==> src/rtl/md5_ctrl_pkg.sv <==
// md5_ctrl_pkg
//   Shared definitions for the MD5 brute-force command controller:
//   host opcodes, controller state encodings, argument-target encoding,
//   reset defaults for the target digest and character range, and the
//   character-range argument validity check.
package md5_ctrl_pkg;

    // Host command opcodes
    localparam logic [31:0] OP_NOP        = 32'h0000_0000;
    localparam logic [31:0] OP_RESET_GEN  = 32'h5230_0000;
    localparam logic [31:0] OP_START_GEN  = 32'h5230_0001;
    localparam logic [31:0] OP_SET_A      = 32'h5230_1000;
    localparam logic [31:0] OP_SET_B      = 32'h5230_1001;
    localparam logic [31:0] OP_SET_C      = 32'h5230_1002;
    localparam logic [31:0] OP_SET_D      = 32'h5230_1003;
    localparam logic [31:0] OP_SET_RANGE  = 32'h5230_2000;
    localparam logic [31:0] OP_GET_CNT_LO = 32'h5230_3000;
    localparam logic [31:0] OP_GET_CNT_HI = 32'h5230_3001;
    localparam logic [31:0] OP_GET_STATUS = 32'h5230_4000;

    // Command decoder: IDLE decodes opcodes, ARG consumes one argument word
    typedef enum logic {
        CS_IDLE = 1'b0,
        CS_ARG  = 1'b1
    } cmd_state_t;

    // Run phase; the encoding is reported verbatim in the status word
    typedef enum logic [1:0] {
        RS_HALT     = 2'd0,
        RS_RUN_WARM = 2'd1,
        RS_RUN      = 2'd2,
        RS_DONE     = 2'd3
    } run_state_t;

    // Register written by the argument word that follows a SET_* command
    typedef enum logic [2:0] {
        TGT_A     = 3'd0,
        TGT_B     = 3'd1,
        TGT_C     = 3'd2,
        TGT_D     = 3'd3,
        TGT_RANGE = 3'd4
    } arg_tgt_t;

    // Reset defaults
    localparam logic [31:0] DEF_EXPECTED_A = 32'hFFFF_FFFF;
    localparam logic [31:0] DEF_EXPECTED_B = 32'h0000_0000;
    localparam logic [31:0] DEF_EXPECTED_C = 32'h0000_0000;
    localparam logic [31:0] DEF_EXPECTED_D = 32'h0000_0000;
    localparam logic [7:0]  DEF_RANGE_MIN  = 8'h61;   // 'a'
    localparam logic [7:0]  DEF_RANGE_MAX  = 8'h7A;   // 'z'

    // Printable ASCII limits for the character range
    localparam logic [7:0]  PRINT_LO = 8'h20;
    localparam logic [7:0]  PRINT_HI = 8'h7E;

    // A range argument is usable only if both bytes are printable and min <= max.
    function automatic logic range_arg_ok(input logic [31:0] arg);
        logic [7:0] lo;
        logic [7:0] hi;
        lo = arg[7:0];
        hi = arg[15:8];
        return (lo >= PRINT_LO) && (lo <= PRINT_HI) &&
               (hi >= PRINT_LO) && (hi <= PRINT_HI) &&
               (lo <= hi);
    endfunction

endpackage

==> src/rtl/md5_cmd_controller.sv <==
// md5_cmd_controller
//   Single-clock command controller for the MD5 brute-force engine.
//   Decodes 32-bit host words, holds the target digest and character range,
//   sequences generator reset / run / freeze, gates match reporting until the
//   hash pipeline is full, and answers host reads with a one-word response.
//
// Ports
//   clk          in   system clock (rising edge)
//   reset2       in   asynchronous active-high reset
//   rx_valid     in   one-cycle strobe: rx_data holds a new host word
//   rx_data      in   command or argument word
//   core_match   in   comparator hit from the datapath
//   core_count   in   candidates evaluated since generator release
//   gen_reset    out  holds generator and datapath counters in reset
//   core_run     out  datapath enable
//   expected_a..d out target digest words
//   range_min/max out printable character bounds
//   matched      out  sticky match flag
//   tx_valid     out  one-cycle strobe: tx_data valid
//   tx_data      out  response word
//   cmd_err      out  one-cycle strobe: command rejected
module md5_cmd_controller
    import md5_ctrl_pkg::*;
#(
    parameter int PIPE_DEPTH = 64,
    parameter int WARM_W     = 7
) (
    input  logic        clk,
    input  logic        reset2,
    input  logic        rx_valid,
    input  logic [31:0] rx_data,
    input  logic        core_match,
    input  logic [63:0] core_count,
    output logic        gen_reset,
    output logic        core_run,
    output logic [31:0] expected_a,
    output logic [31:0] expected_b,
    output logic [31:0] expected_c,
    output logic [31:0] expected_d,
    output logic [7:0]  range_min,
    output logic [7:0]  range_max,
    output logic        matched,
    output logic        tx_valid,
    output logic [31:0] tx_data,
    output logic        cmd_err
);

    // Warm-up ends on the cycle the counter reaches this value
    localparam logic [WARM_W-1:0] WARM_LAST = WARM_W'(PIPE_DEPTH - 1);

    cmd_state_t         r_cmd_state;
    run_state_t         r_run_state;
    arg_tgt_t           r_arg_tgt;
    logic [WARM_W-1:0]  r_warm_cnt;
    logic [63:0]        r_snapshot;
    logic               r_gen_reset;
    logic               r_core_run;
    logic               r_matched;
    logic [31:0]        r_expected_a;
    logic [31:0]        r_expected_b;
    logic [31:0]        r_expected_c;
    logic [31:0]        r_expected_d;
    logic [7:0]         r_range_min;
    logic [7:0]         r_range_max;
    logic               r_tx_valid;
    logic [31:0]        r_tx_data;
    logic               r_cmd_err;

    logic               w_halted;
    logic [31:0]        w_status;

    assign w_halted = (r_run_state == RS_HALT);
    assign w_status = {28'h0, r_run_state, r_core_run, r_matched};

    always_ff @(posedge clk or posedge reset2) begin
        if (reset2) begin
            r_cmd_state  <= CS_IDLE;
            r_run_state  <= RS_HALT;
            r_arg_tgt    <= TGT_A;
            r_warm_cnt   <= '0;
            r_snapshot   <= '0;
            r_gen_reset  <= 1'b1;
            r_core_run   <= 1'b0;
            r_matched    <= 1'b0;
            r_expected_a <= DEF_EXPECTED_A;
            r_expected_b <= DEF_EXPECTED_B;
            r_expected_c <= DEF_EXPECTED_C;
            r_expected_d <= DEF_EXPECTED_D;
            r_range_min  <= DEF_RANGE_MIN;
            r_range_max  <= DEF_RANGE_MAX;
            r_tx_valid   <= 1'b0;
            r_tx_data    <= '0;
            r_cmd_err    <= 1'b0;
        end else begin
            r_tx_valid <= 1'b0;
            r_cmd_err  <= 1'b0;

            // Run-phase progression. Host commands below are evaluated
            // afterwards so that RESET_GEN overrides a same-cycle match.
            case (r_run_state)
                RS_RUN_WARM: begin
                    if (r_warm_cnt == WARM_LAST) begin
                        r_run_state <= RS_RUN;
                    end else begin
                        r_warm_cnt <= r_warm_cnt + WARM_W'(1);
                    end
                end
                RS_RUN: begin
                    if (core_match) begin
                        r_matched   <= 1'b1;
                        r_core_run  <= 1'b0;
                        r_run_state <= RS_DONE;
                    end
                end
                default: ;
            endcase

            if (rx_valid) begin
                if (r_cmd_state == CS_ARG) begin
                    // Any word is taken as the argument, even one that looks like an opcode
                    r_cmd_state <= CS_IDLE;
                    case (r_arg_tgt)
                        TGT_A: r_expected_a <= rx_data;
                        TGT_B: r_expected_b <= rx_data;
                        TGT_C: r_expected_c <= rx_data;
                        TGT_D: r_expected_d <= rx_data;
                        TGT_RANGE: begin
                            if (range_arg_ok(rx_data)) begin
                                r_range_min <= rx_data[7:0];
                                r_range_max <= rx_data[15:8];
                            end else begin
                                r_cmd_err <= 1'b1;
                            end
                        end
                        default: ;
                    endcase
                end else begin
                    case (rx_data)
                        OP_NOP: ;
                        OP_RESET_GEN: begin
                            r_gen_reset <= 1'b1;
                            r_core_run  <= 1'b0;
                            r_matched   <= 1'b0;
                            r_warm_cnt  <= '0;
                            r_run_state <= RS_HALT;
                        end
                        OP_START_GEN: begin
                            if (w_halted) begin
                                r_gen_reset <= 1'b0;
                                r_core_run  <= 1'b1;
                                r_warm_cnt  <= '0;
                                r_run_state <= RS_RUN_WARM;
                            end else begin
                                r_cmd_err <= 1'b1;
                            end
                        end
                        OP_SET_A, OP_SET_B, OP_SET_C, OP_SET_D, OP_SET_RANGE: begin
                            // Rejected SETs leave the decoder in IDLE so the
                            // next word is treated as a fresh command.
                            if (w_halted) begin
                                r_cmd_state <= CS_ARG;
                                case (rx_data)
                                    OP_SET_A: r_arg_tgt <= TGT_A;
                                    OP_SET_B: r_arg_tgt <= TGT_B;
                                    OP_SET_C: r_arg_tgt <= TGT_C;
                                    OP_SET_D: r_arg_tgt <= TGT_D;
                                    default:  r_arg_tgt <= TGT_RANGE;
                                endcase
                            end else begin
                                r_cmd_err <= 1'b1;
                            end
                        end
                        OP_GET_CNT_LO: begin
                            // Capture all 64 bits so a later HI read pairs with this LO
                            r_snapshot <= core_count;
                            r_tx_valid <= 1'b1;
                            r_tx_data  <= core_count[31:0];
                        end
                        OP_GET_CNT_HI: begin
                            r_tx_valid <= 1'b1;
                            r_tx_data  <= r_snapshot[63:32];
                        end
                        OP_GET_STATUS: begin
                            r_tx_valid <= 1'b1;
                            r_tx_data  <= w_status;
                        end
                        default: r_cmd_err <= 1'b1;
                    endcase
                end
            end
        end
    end

    assign gen_reset  = r_gen_reset;
    assign core_run   = r_core_run;
    assign matched    = r_matched;
    assign expected_a = r_expected_a;
    assign expected_b = r_expected_b;
    assign expected_c = r_expected_c;
    assign expected_d = r_expected_d;
    assign range_min  = r_range_min;
    assign range_max  = r_range_max;
    assign tx_valid   = r_tx_valid;
    assign tx_data    = r_tx_data;
    assign cmd_err    = r_cmd_err;

endmodule

==> config.mk <==
export PLATFORM = sky130hd
export DESIGN_NAME = md5_cmd_controller
export DESIGN_NICKNAME = d
export VERILOG_FILES = /design/src/rtl/md5_ctrl_pkg.sv /design/src/rtl/md5_cmd_controller.sv
export SDC_FILE = /design/constraint.sdc
export NUM_CORES = 1
export LEC_CHECK = 0
export ABC_AREA = 1
export CORE_ASPECT_RATIO = 1.75
export CORE_MARGIN = 2
export CORE_UTILIZATION = 25
export DETAILED_ROUTE_END_ITERATION = 10
export DONT_BUFFER_PORTS = 1
export HOLD_SLACK_MARGIN = 0.03
export SLEW_MARGIN = 20
export SYNTH_ARGS = -nofsm -noshare
export SYNTH_HDL_FRONTEND = slang
export SYNTH_SLANG_ARGS = --single-unit
==> constraint.sdc <==
create_clock -name clk -period 7.8 [get_ports clk]
set_input_delay 0.78 -clock clk [delete_from_list [all_inputs] [get_ports clk]]
set_output_delay 0.78 -clock clk [all_outputs]
set_load 0.03 [all_outputs]
==> impl_metrics.ini, run 1 <==
[critical_path]
required_ns = 8.28
worstPathArrival_ns = 3.77
reg2reg_from = r_arg_tgt[1]
setup.worst_path.start = rx_data[29]
crit_type = primary input to register
cp-start-kind = primary input
r2r_end = range_min[3]
rrSetupSlack_ns = 5.50
ff2ff_path_depth = 5
end_kind = register
cp_max_fo = 30

[clock_network]
ctsResizeCount = 0
htreeDepth = 1
clk_path_buf_depth = 3
clk_pin_slew_ns = 0.07
cts_root_buf = clkbuf_16
clkLatencyLatePin_ns = 0.55
cts.sinks = 226
cts_tree = done
numCtsBuffers = 24
post_cts_buffers = 0
cts_hold_buf = 0

[route]
antenna_left = 0
vias_per_cell = 4.62
routedWlPerCell_um = 19.3
wl_um = 29900
drc_errors = 0
vias = 7161
drt_iter0_markers = 389
first_pass_iters = 8

[power_and_ir_drop]
ir_drop_mv = 0.218
switching_power_uw = 682
pwr-share-seq = 0.492
internal_power_uw = 1900
p_leak_uw = 0.00509
pwr_density_cell_nw_per_um2 = 235
clock_power_share = 0.449
p_sw_frac = 0.264
p_comb_frac = 0.059

[floorplan]
die_w_um = 153
rows = 95
die_h_um = 264
start_util = 0.253
pin_count = 281
die_area_um2 = 40400
coreArea_um2 = 38300

[sta]
fin_crit_sh = 0.422
fin_setup_tns_ns = 0
holdWs_ns = 0.191
setup_ws_ns = 4.51
max_freq_mhz = 304
hold_viol_final = 0
tightestPinTransition_ns = 0.893
rsz0062_at_grt = no
slew_headroom = 0.405
fin_crit_ns = 3.29
fin_skew_ns = 0.0202
drv_slew = 0
setup_viol = 0

[grt]
gr-total-overflow = 0
antenna_found_initial = 3
grt_pass1_wl_um = 45100
grt_max_degree = 92
grt_pass1_vias = 7351
track_usage = 0.144

[logic_synthesis]
synthCells = 1060
yosys_warnings = 0
yosys.cell_types.count = 37
synth-seq-cells = 226
synth_fp_nets = 1173
ys_seq_area_frac = 0.589
syn-cell-area_um2 = 9680
avgSynthCellArea_um2 = 9.13

[job]
cap_viol_max_count = 0

[cells_and_area]
nNetsFinal = 1159
seqCellArea_um2 = 5710
layout-area-overhead-vs-synth_pct = 13.4
drive_above_1_share = 0.106
final_util = 0.287
multi_input_area_um2 = 3460
fillers = 4019

[outcome]
status = finished clean

[place]
place_ws_ns = 3.05
routabilityCongestion = 0.822
port-buffer-count = 0
hpwl_um = 22000

[min_path]
hold_class = primary input to async pin
[through the flow]
step	total power [uW]	cell area (um^2)	cells
final	2580	11000	1551
after CTS	2620	10900	1549
after global placement	1440	10200	1505
after global routing	2690	11000	1550
after detailed placement	1450	10200	1505
after floorplan	1390	9680	1060
[flip-flops by register name (all words and copies together), names as in the netlist]
name         flops
expected_a      32
expected_b      32
expected_c      32
expected_d      32
r_snapshot      32
tx_data         32
range_max        8
range_min        8
r_warm_cnt       7
r_arg_tgt        3
r_run_state      2
cmd_err          1
core_run         1
gen_reset        1
matched          1
r_cmd_state      1
tx_valid         1
[cell usage after synthesis (all sizes together)]
cell    instances  area share
nor4            1     0.00065
nand3          52       0.027
and3            1     0.00065
dfrtp         185        0.48
nand2         235       0.092
buf            12      0.0083
nand3b          2      0.0016
nor2          133       0.053
inv            92       0.036
a21oi          12      0.0062
a211oi          1     0.00078
ha             13       0.017
and2            1     0.00065
nor3            7      0.0053
o211ai          1     0.00078
and3b           1     0.00090
xor2            1     0.00090
o21ai         171       0.088
nand4          27       0.017
xnor2           1     0.00090
clkbuf         35       0.014
mux2           32       0.037
dfstp          41        0.11
o21bai          1     0.00078
o31ai           1     0.00078
nor3b           1     0.00078
[how the worst max path moves through the flow]
stage	to	slack, ns	cells past startpoint
after global routing	tx_data[19]	4.05	11
final	tx_data[7]	4.51	11
after CTS	tx_data[25]	3.63	11
after floorplan	cmd_err	0.90	1
after detailed placement	tx_data[30]	3.05	11
after global placement	tx_data[15]	3.23	11
[layout by cell type, fill, tap and decap left out, types with 2 or more instances in the layout]
cell type   Yosys  routed
a21oi_1        12      12
buf_4           1       7
clkbuf_1       35       2
clkbuf_16       0      25
clkbuf_8        0       2
clkinv_2        0       4
clkinv_4        0       4
clkinvlp_4      0       4
dfrtp_1       185     185
dfstp_2        41      41
diode_2         0       2
ha_1           13      13
inv_1          88      87
inv_2           4       4
inv_6           0       2
mux2_1         30      30
mux2_2          2       2
nand2_1       233     229
nand2_2         2       5
nand3_1        52      49
nand3_2         0       3
nand3b_1        2       2
nand4_1        27      27
nor2_1        129     129
nor2_2          3       3
nor3_1          5       5
nor3_4          1       2
o21ai_0       160     160
o21ai_1        11      10
[final cells by class]
class | instances | share of cell area
clock buffer | 29 | 0.0602
inverter | 92 | 0.0321
clock inverter | 15 | 0.0121
sequential | 226 | 0.520
multi-input combinational | 695 | 0.315
timing repair buffer | 7 | 0.00479
tap | 485 | 0.0553
antenna | 2 | 0.000456
[cell families after synthesis]
logic type                 count (synthesis)  share of synthesized area
AOI/OAI and AO/OA                        187                     0.0977
adders and majority gates                 13                     0.0168
xor gates and xnor gates                   2                    0.00181
DFF                                      226                      0.589
muxes                                     32                     0.0372
buffers and inverters                    139                     0.0575
and+or+nand+nor                          461                      0.200
[power by group through the flow]
stage          logic (uW)  registers, uW  clock network (uW)
3_3_place_gp          150           1290                   0
3_5_place_dp          155           1290                   0
6_report              152           1270                1160
5_1_grt               181           1280                1240
2_1_floorplan         113           1280                   0
4_1_cts               157           1270                1200
[worst max-delay path, cell delays in order]
cell	delay, ns
nor2_1	0.24
nand2_1	0.09
nor2_1	0.29
nand2_2	0.16
inv_1	0.19
nand3_2	0.49
nand3_1	0.33
nand2_2	0.38
inv_2	0.58
nor2_1	0.09
nor2_1	0.11
[layer usage]
metal	routed length, um	up-vias	track usage
li1	-	3411	-
met1	10100	3402	0.143
met2	15800	296	0.270
met3	3260	50	0.0605
met4	792	2	0.0478
met5	13	-	0
(Power assumes the default switching activity.)
==> run 2, diff against run 1 <==
--- a/config.mk
+++ b/config.mk
@@ -5,7 +5,7 @@
 export SDC_FILE = /design/constraint.sdc
 export NUM_CORES = 1
 export LEC_CHECK = 0
-export ABC_AREA = 1
+export ABC_AREA = 0
 export CORE_ASPECT_RATIO = 1.75
 export CORE_MARGIN = 2
 export CORE_UTILIZATION = 25
==> constraint.sdc (replaced) <==
create_clock -name clk -period 3.2 [get_ports clk]
set_input_delay 0.32 -clock clk [delete_from_list [all_inputs] [get_ports clk]]
set_output_delay 0.32 -clock clk [all_outputs]
set_load 0.03 [all_outputs]
==> run 2 against run 1 <==
Net effect:
- first-iteration DRC count is 48% lower
- sequential share of layout area shrank 4.2 points
- largest power group unchanged
- largest cell class unchanged
- highest routed layer is now met4
- cell area up 8.7%
- sequential power up 140%
==> impl_metrics.ini, run 2 <==
[route]
antenna_left = 0
drt_iter0_markers = 201
first_pass_iters = 5
routedWlPerCell_um = 22.0
wl_um = 28800
drc_errors = 0
vias_per_cell = 4.65
vias = 6089

[grt]
grt_pass1_vias = 6373
track_usage = 0.141
use_met3 = 0.0425
top_usage_layer = met2
grtUsageMet2 = 0.266
antenna_found_initial = 0
grt_pass1_wl_um = 41600
met1_usage = 0.139
gr-total-overflow = 0
grt_max_degree = 74

[place]
hpwl_um = 19600
dp_cells = 1170
port-buffer-count = 0
place_ws_ns = 0.732
routabilityCongestion = 0.784
dpl_cell_area_um2 = 10200

[logic_synthesis]
synth_top_family_by_area = multiplexers
synth_compound_area_frac = 0.0714
synthFlopType = dfrtp_1
synth_mux_area_frac = 0.200
yosys-top-cells-area = dfrtp_1 48%, mux2_2 15%, dfstp_2 11%, mux2_4 4.7%, o21ai_0 2.8%
yosys.cell_types.count = 49
syn-cell-area_um2 = 9550
synth_simple_gate_area_frac = 0.0821
synthCells = 709
synth_edf_count = 0
synth-async-reset-ratio = 1.00
yosys.cell_count.top_type = dfrtp_1
yosys_warnings = 0
synthXorXnorAreaFrac = 0.00459
avgSynthCellArea_um2 = 13.5
synthAdderAreaFrac = 0.0170
synth_fp_nets = 822
synthTopCellsByCount = 185 x dfrtp_1, 129 x mux2_2, 63 x nand2_1
ys_seq_area_frac = 0.598
synth_top_area_frac = 0.485
synth-seq-cells = 226
yosysTopAreaCell = dfrtp_1

[floorplan]
die_area_um2 = 39800
pin_count = 281
die_w_um = 152
die_h_um = 262
rows = 94
start_util = 0.254
coreArea_um2 = 37600

[sta]
setup_viol = 0
setup_ws_ns = 0.873
rsz0062_at_grt = no
slew_headroom = 0.358
hold_viol_final = 0
tightestPinTransition_ns = 0.962
fin_crit_sh = 0.727
max_freq_mhz = 430
drv_slew = 0
fin_skew_ns = 0.0120
fin_crit_ns = 2.33

[critical_path]
worstPathArrival_ns = 2.73
cp_max_fo = 6
crit_type = primary input to register
end_kind = register
cp-start-kind = primary input
required_ns = 3.61

[clock_network]
numCtsBuffers = 22
clk_path_buf_depth = 3
cts.sinks = 226
post_cts_buffers = 0
htreeDepth = 1
clkLatencyLatePin_ns = 0.53
clk_pin_slew_ns = 0.06
cts_hold_buf = 99
cts_tree = done
ctsResizeCount = 0
cts_root_buf = clkbuf_16

[cells_and_area]
final_common_cell = dfrtp_1
fin_cells = 1310
layout-area-overhead-vs-synth_pct = 25.0
nNetsFinal = 926
drive_above_1_share = 0.323
layout_common_cells = 185 x dfrtp_1, 129 x mux2_2, 99 x dlygate4sd3_1
final_cell_area_um2 = 11900

[power_and_ir_drop]
pwr_density_cell_nw_per_um2 = 517
ir_drop_mv = 0.400
p_leak_uw = 0.00543

[job]
cap_viol_max_count = 0

[outcome]
status = finished clean

[min_path]
hold_class = primary input to register
==> run 2: cell types whose count changed in the layout (fill, tap and decap cells not counted), moves of 6 or more <==
cell	before	now
o21ai_0	160	53
a22oi_1	0	32
nand2_1	229	63
a22o_1	0	6
mux2_2	2	129
dlygate4sd3_1	0	99
o21ai_1	10	2
nand3_1	49	10
inv_1	87	15
nand4_1	27	10
mux2_4	0	30
mux2_1	30	0
nor2_1	129	19
==> run 2: worst max-delay path, stage by stage <==
cell	delay (ns)
dlygate4sd3_1	0.69
inv_1	0.13
ha_1	0.31
nor2b_1	0.14
o211ai_1	0.16
a21oi_1	0.09
o22ai_1	0.24
nand3_1	0.15
buf_4	0.23
mux2_2	0.28
==> run 2: worst paths after layout <==
kind	from	to	slack, ns	cells after the start
worst min register to register	r_snapshot[33]	r_snapshot[33]	0.51	1
max in group asynchronous	reset2	expected_a[18]	1.87	3
worst max register to register	r_cmd_state	expected_d[0]	0.98	6
min in group asynchronous	reset2	expected_d[11]	0.44	2
worst max-delay path	rx_data[9]	range_min[4]	0.87	10
worst min-delay path	rx_data[10]	expected_d[10]	0.06	2
==> run 2: area by class of cell <==
class	count	area [um^2]
clock inverter	11	146
inverter	16	63.8
multi-input combinational	433	3610
timing repair buffer	114	1170
tap	480	601
clock buffer	29	638
antenna	1	2.50
fill	3711	25700
sequential	226	5710
==> run 2: cell families (layout without fill, tap and decap cells) <==
family                     Yosys count  count (layout)
other                                0               1
and+or+nand+nor                    143             143
DFF                                226             226
adders and majority gates           13              13
buffers and inverters               50             170
AOI/OAI and AO/OA                  112             112
muxes                              160             160
xor gates and xnor gates             5               5
==> run 2: power by group <==
group,internal [uW],switching (uW),leakage [uW]
Combinational,147,153,0.00209
Clock,1660,1170,0.000381
Sequential,2930,121,0.00296
==> run 2: per-stage QoR <==
stage                     TNS (ns)  power [uW]  hold WS [ns]   util
final                            0        6170        0.0607  0.317
after global routing             0        6410        0.0580  0.317
after CTS                        0        6290        0.0485  0.317
after detailed placement         0        3280         0.401  0.270
after global placement           0        3270         0.396  0.270
after floorplan              -7.13        3210         0.416      -
==> run 2: per-layer routing <==
| metal | up-vias | routed length [um] |
|---|---|---|
| li1 | 2747 | - |
| met1 | 3057 | 9620 |
| met2 | 243 | 15800 |
| met3 | 42 | 2420 |
| met4 | 0 | 1000 |
| met5 | - | 0 |
==> run 3, diff against run 2 <==
==> constraint.sdc (replaced) <==
create_clock -name clk -period 1.9 [get_ports clk]
set_input_delay 0.19 -clock clk [delete_from_list [all_inputs] [get_ports clk]]
set_output_delay 0.19 -clock clk [all_outputs]
set_load 0.03 [all_outputs]
==> run 3 against run 2 <==
Net effect:
- wire length grew 0.11%
- highest routed layer unchanged
- via count rose by 3.4%
- sequential power rose by 68%
- clock skew is 0.0022 ns lower
- clock power is 61% higher
- worst hold slack improved by 0.0087 ns
- largest cell class unchanged
- critical path depth is 3 lower
- register-to-register slack got worse by 0.84 ns
- first-iteration DRC count shrank 35%
- count of clock-buffer cells in the layout unchanged
- global-route usage is essentially flat
==> impl_metrics.ini, run 3 (same netlist as run 2, synthesis figures left out) <==
[outcome]
status = finished clean

[place]
routabilityCongestion = 0.846
port-buffer-count = 0
dpl_cell_area_um2 = 10400
hpwl_um = 19400
place_ws_ns = -0.103

[sta]
setup_viol = 0
fin_crit_sh = 0.925
max_freq_mhz = 569
setup_ws_ns = 0.143
fin_skew_ns = 0.00982
fin_setup_tns_ns = 0
drv_slew = 0
hold_viol_final = 0
fin_crit_ns = 1.76
rsz0062_at_grt = no
slew_headroom = 0.643
tightestPinTransition_ns = 0.531

[cells_and_area]
final_cell_area_um2 = 12300
nNetsFinal = 960
layout_common_cells = 185 x dfrtp_1, 129 x mux2_2, 109 x dlygate4sd3_1
final_common_cell = dfrtp_1
layout-area-overhead-vs-synth_pct = 28.5
drive_above_1_share = 0.341
final_util = 0.326

[power_and_ir_drop]
p_leak_uw = 0.00562
p_sw_frac = 0.239
pwr_density_cell_nw_per_um2 = 832
internal_power_uw = 7770
pwr-share-seq = 0.503
ir_drop_mv = 0.670
switching_power_uw = 2440
p_comb_frac = 0.052
clock_power_share = 0.445

[route]
dr_wl_met3_um = 2420
vias = 6297
vias_per_cell = 4.69
drt_iter0_markers = 130
met1Wirelength_um = 9380
wl_um = 28900
top_layer_used = met4
first_pass_iters = 6
antenna_left = 0
wl_met2_um = 15700
routedWlPerCell_um = 21.5
drc_errors = 0

[critical_path]
cp_cell_sequence = ha_1, nand3_1, or3_1, and2_1, nand4_1, xor2_1, nor2_1
slowest_delay_ns = 0.41
required_ns = 2.32
setup.worst_path.start = r_warm_cnt[0]
reg2reg_from = r_warm_cnt[0]
crit_type = register to register
cp_max_fo = 6
end_kind = register
cp-start-kind = register
crit_slowest_cell = dfrtp_1
worstPathArrival_ns = 2.18

[grt]
antenna_found_initial = 2
track_usage = 0.141
grt_pass1_vias = 6738
grt_max_degree = 77
gr-total-overflow = 0
grt_pass1_wl_um = 42200

[floorplan]
coreArea_um2 = 37600
pin_count = 281
start_util = 0.254
rows = 94
die_area_um2 = 39800
die_w_um = 152
die_h_um = 262

[clock_network]
clk_pin_slew_ns = 0.07
cts_tree = done
numCtsBuffers = 23
clkLatencyLatePin_ns = 0.53
cts_root_buf = clkbuf_16
htreeDepth = 1
clk_path_buf_depth = 3
cts.sinks = 226
post_cts_buffers = 0

[min_path]
worstHoldStart = rx_data[0]
hold_class = primary input to register

[job]
cap_viol_max_count = 0
run 3: cell count changes in the layout (fill, tap and decap cells not counted), moves of 2 or more:
cell,previous run,this run
buf_12,5,12
clkinv_4,3,1
buf_4,10,26
clkinv_2,3,5
dlygate4sd3_1,99,109
bufinv_16,3,1
run 3: power groups by stage:
stage          Sequential (uW)  Combinational [uW]  Clock [uW]
6_report                  5130                 536        4540
5_1_grt                   5140                 594        4870
4_1_cts                   5130                 545        4700
3_5_place_dp              5220                 307           0
3_3_place_gp              5220                 302           0
2_1_floorplan             5190                 222           0
run 3: final cells by class:
class                           instances  area, um^2
Sequential cell                       226        5710
Clock buffer                           29         648
Clock inverter                         11        98.8
Inverter                               16        63.8
Antenna cell                            1        2.50
Fill cell                            3633       25400
Tap cell                              480         601
Multi-Input combinational cell        433        3620
Timing Repair Buffer                  147        1530
run 3: worst max-delay path: cells and delay by family (launching register included):
kind	cells	cell delay, ns
AND/OR/NAND/NOR	5	0.89
flip-flops	1	0.41
adder cells (fa/ha/maj)	1	0.21
XOR/XNOR	1	0.15
run 3: what timing repair did:
action / CTS / global route
endpoints found under the hold margin: 406 / 0
resized for setup: 0 / 0
hold buffers: 109 / 0
run 3: routing by layer:
layer / up-vias / global-route usage
met4: 0 / 0.0646
met3: 72 / 0.0422
met2: 261 / 0.271
met5: - / 0
met1: 3151 / 0.132
li1: 2813 / -
run 3: final timing paths:
check / endpoint / slack [ns] / cells after the start
max in group asynchronous: gen_reset / 1.00 / 3
hold reg to reg: r_snapshot[45] / 0.51 / 1
min in group asynchronous: expected_d[10] / 0.13 / 2
setup reg to reg: r_warm_cnt[5] / 0.14 / 7
hold / removal: r_arg_tgt[0] / 0.07 / 3
setup / recovery: r_warm_cnt[5] / 0.14 / 7
run 3: stage by stage:
step	std cells	power, uW	hold slack, ns
2_1_floorplan	709	5420	0.286
3_3_place_gp	1193	5520	0.0726
3_5_place_dp	1193	5530	0.0710
4_1_cts	1342	10400	0.0420
5_1_grt	1343	10600	0.0660
6_report	1343	10200	0.0694
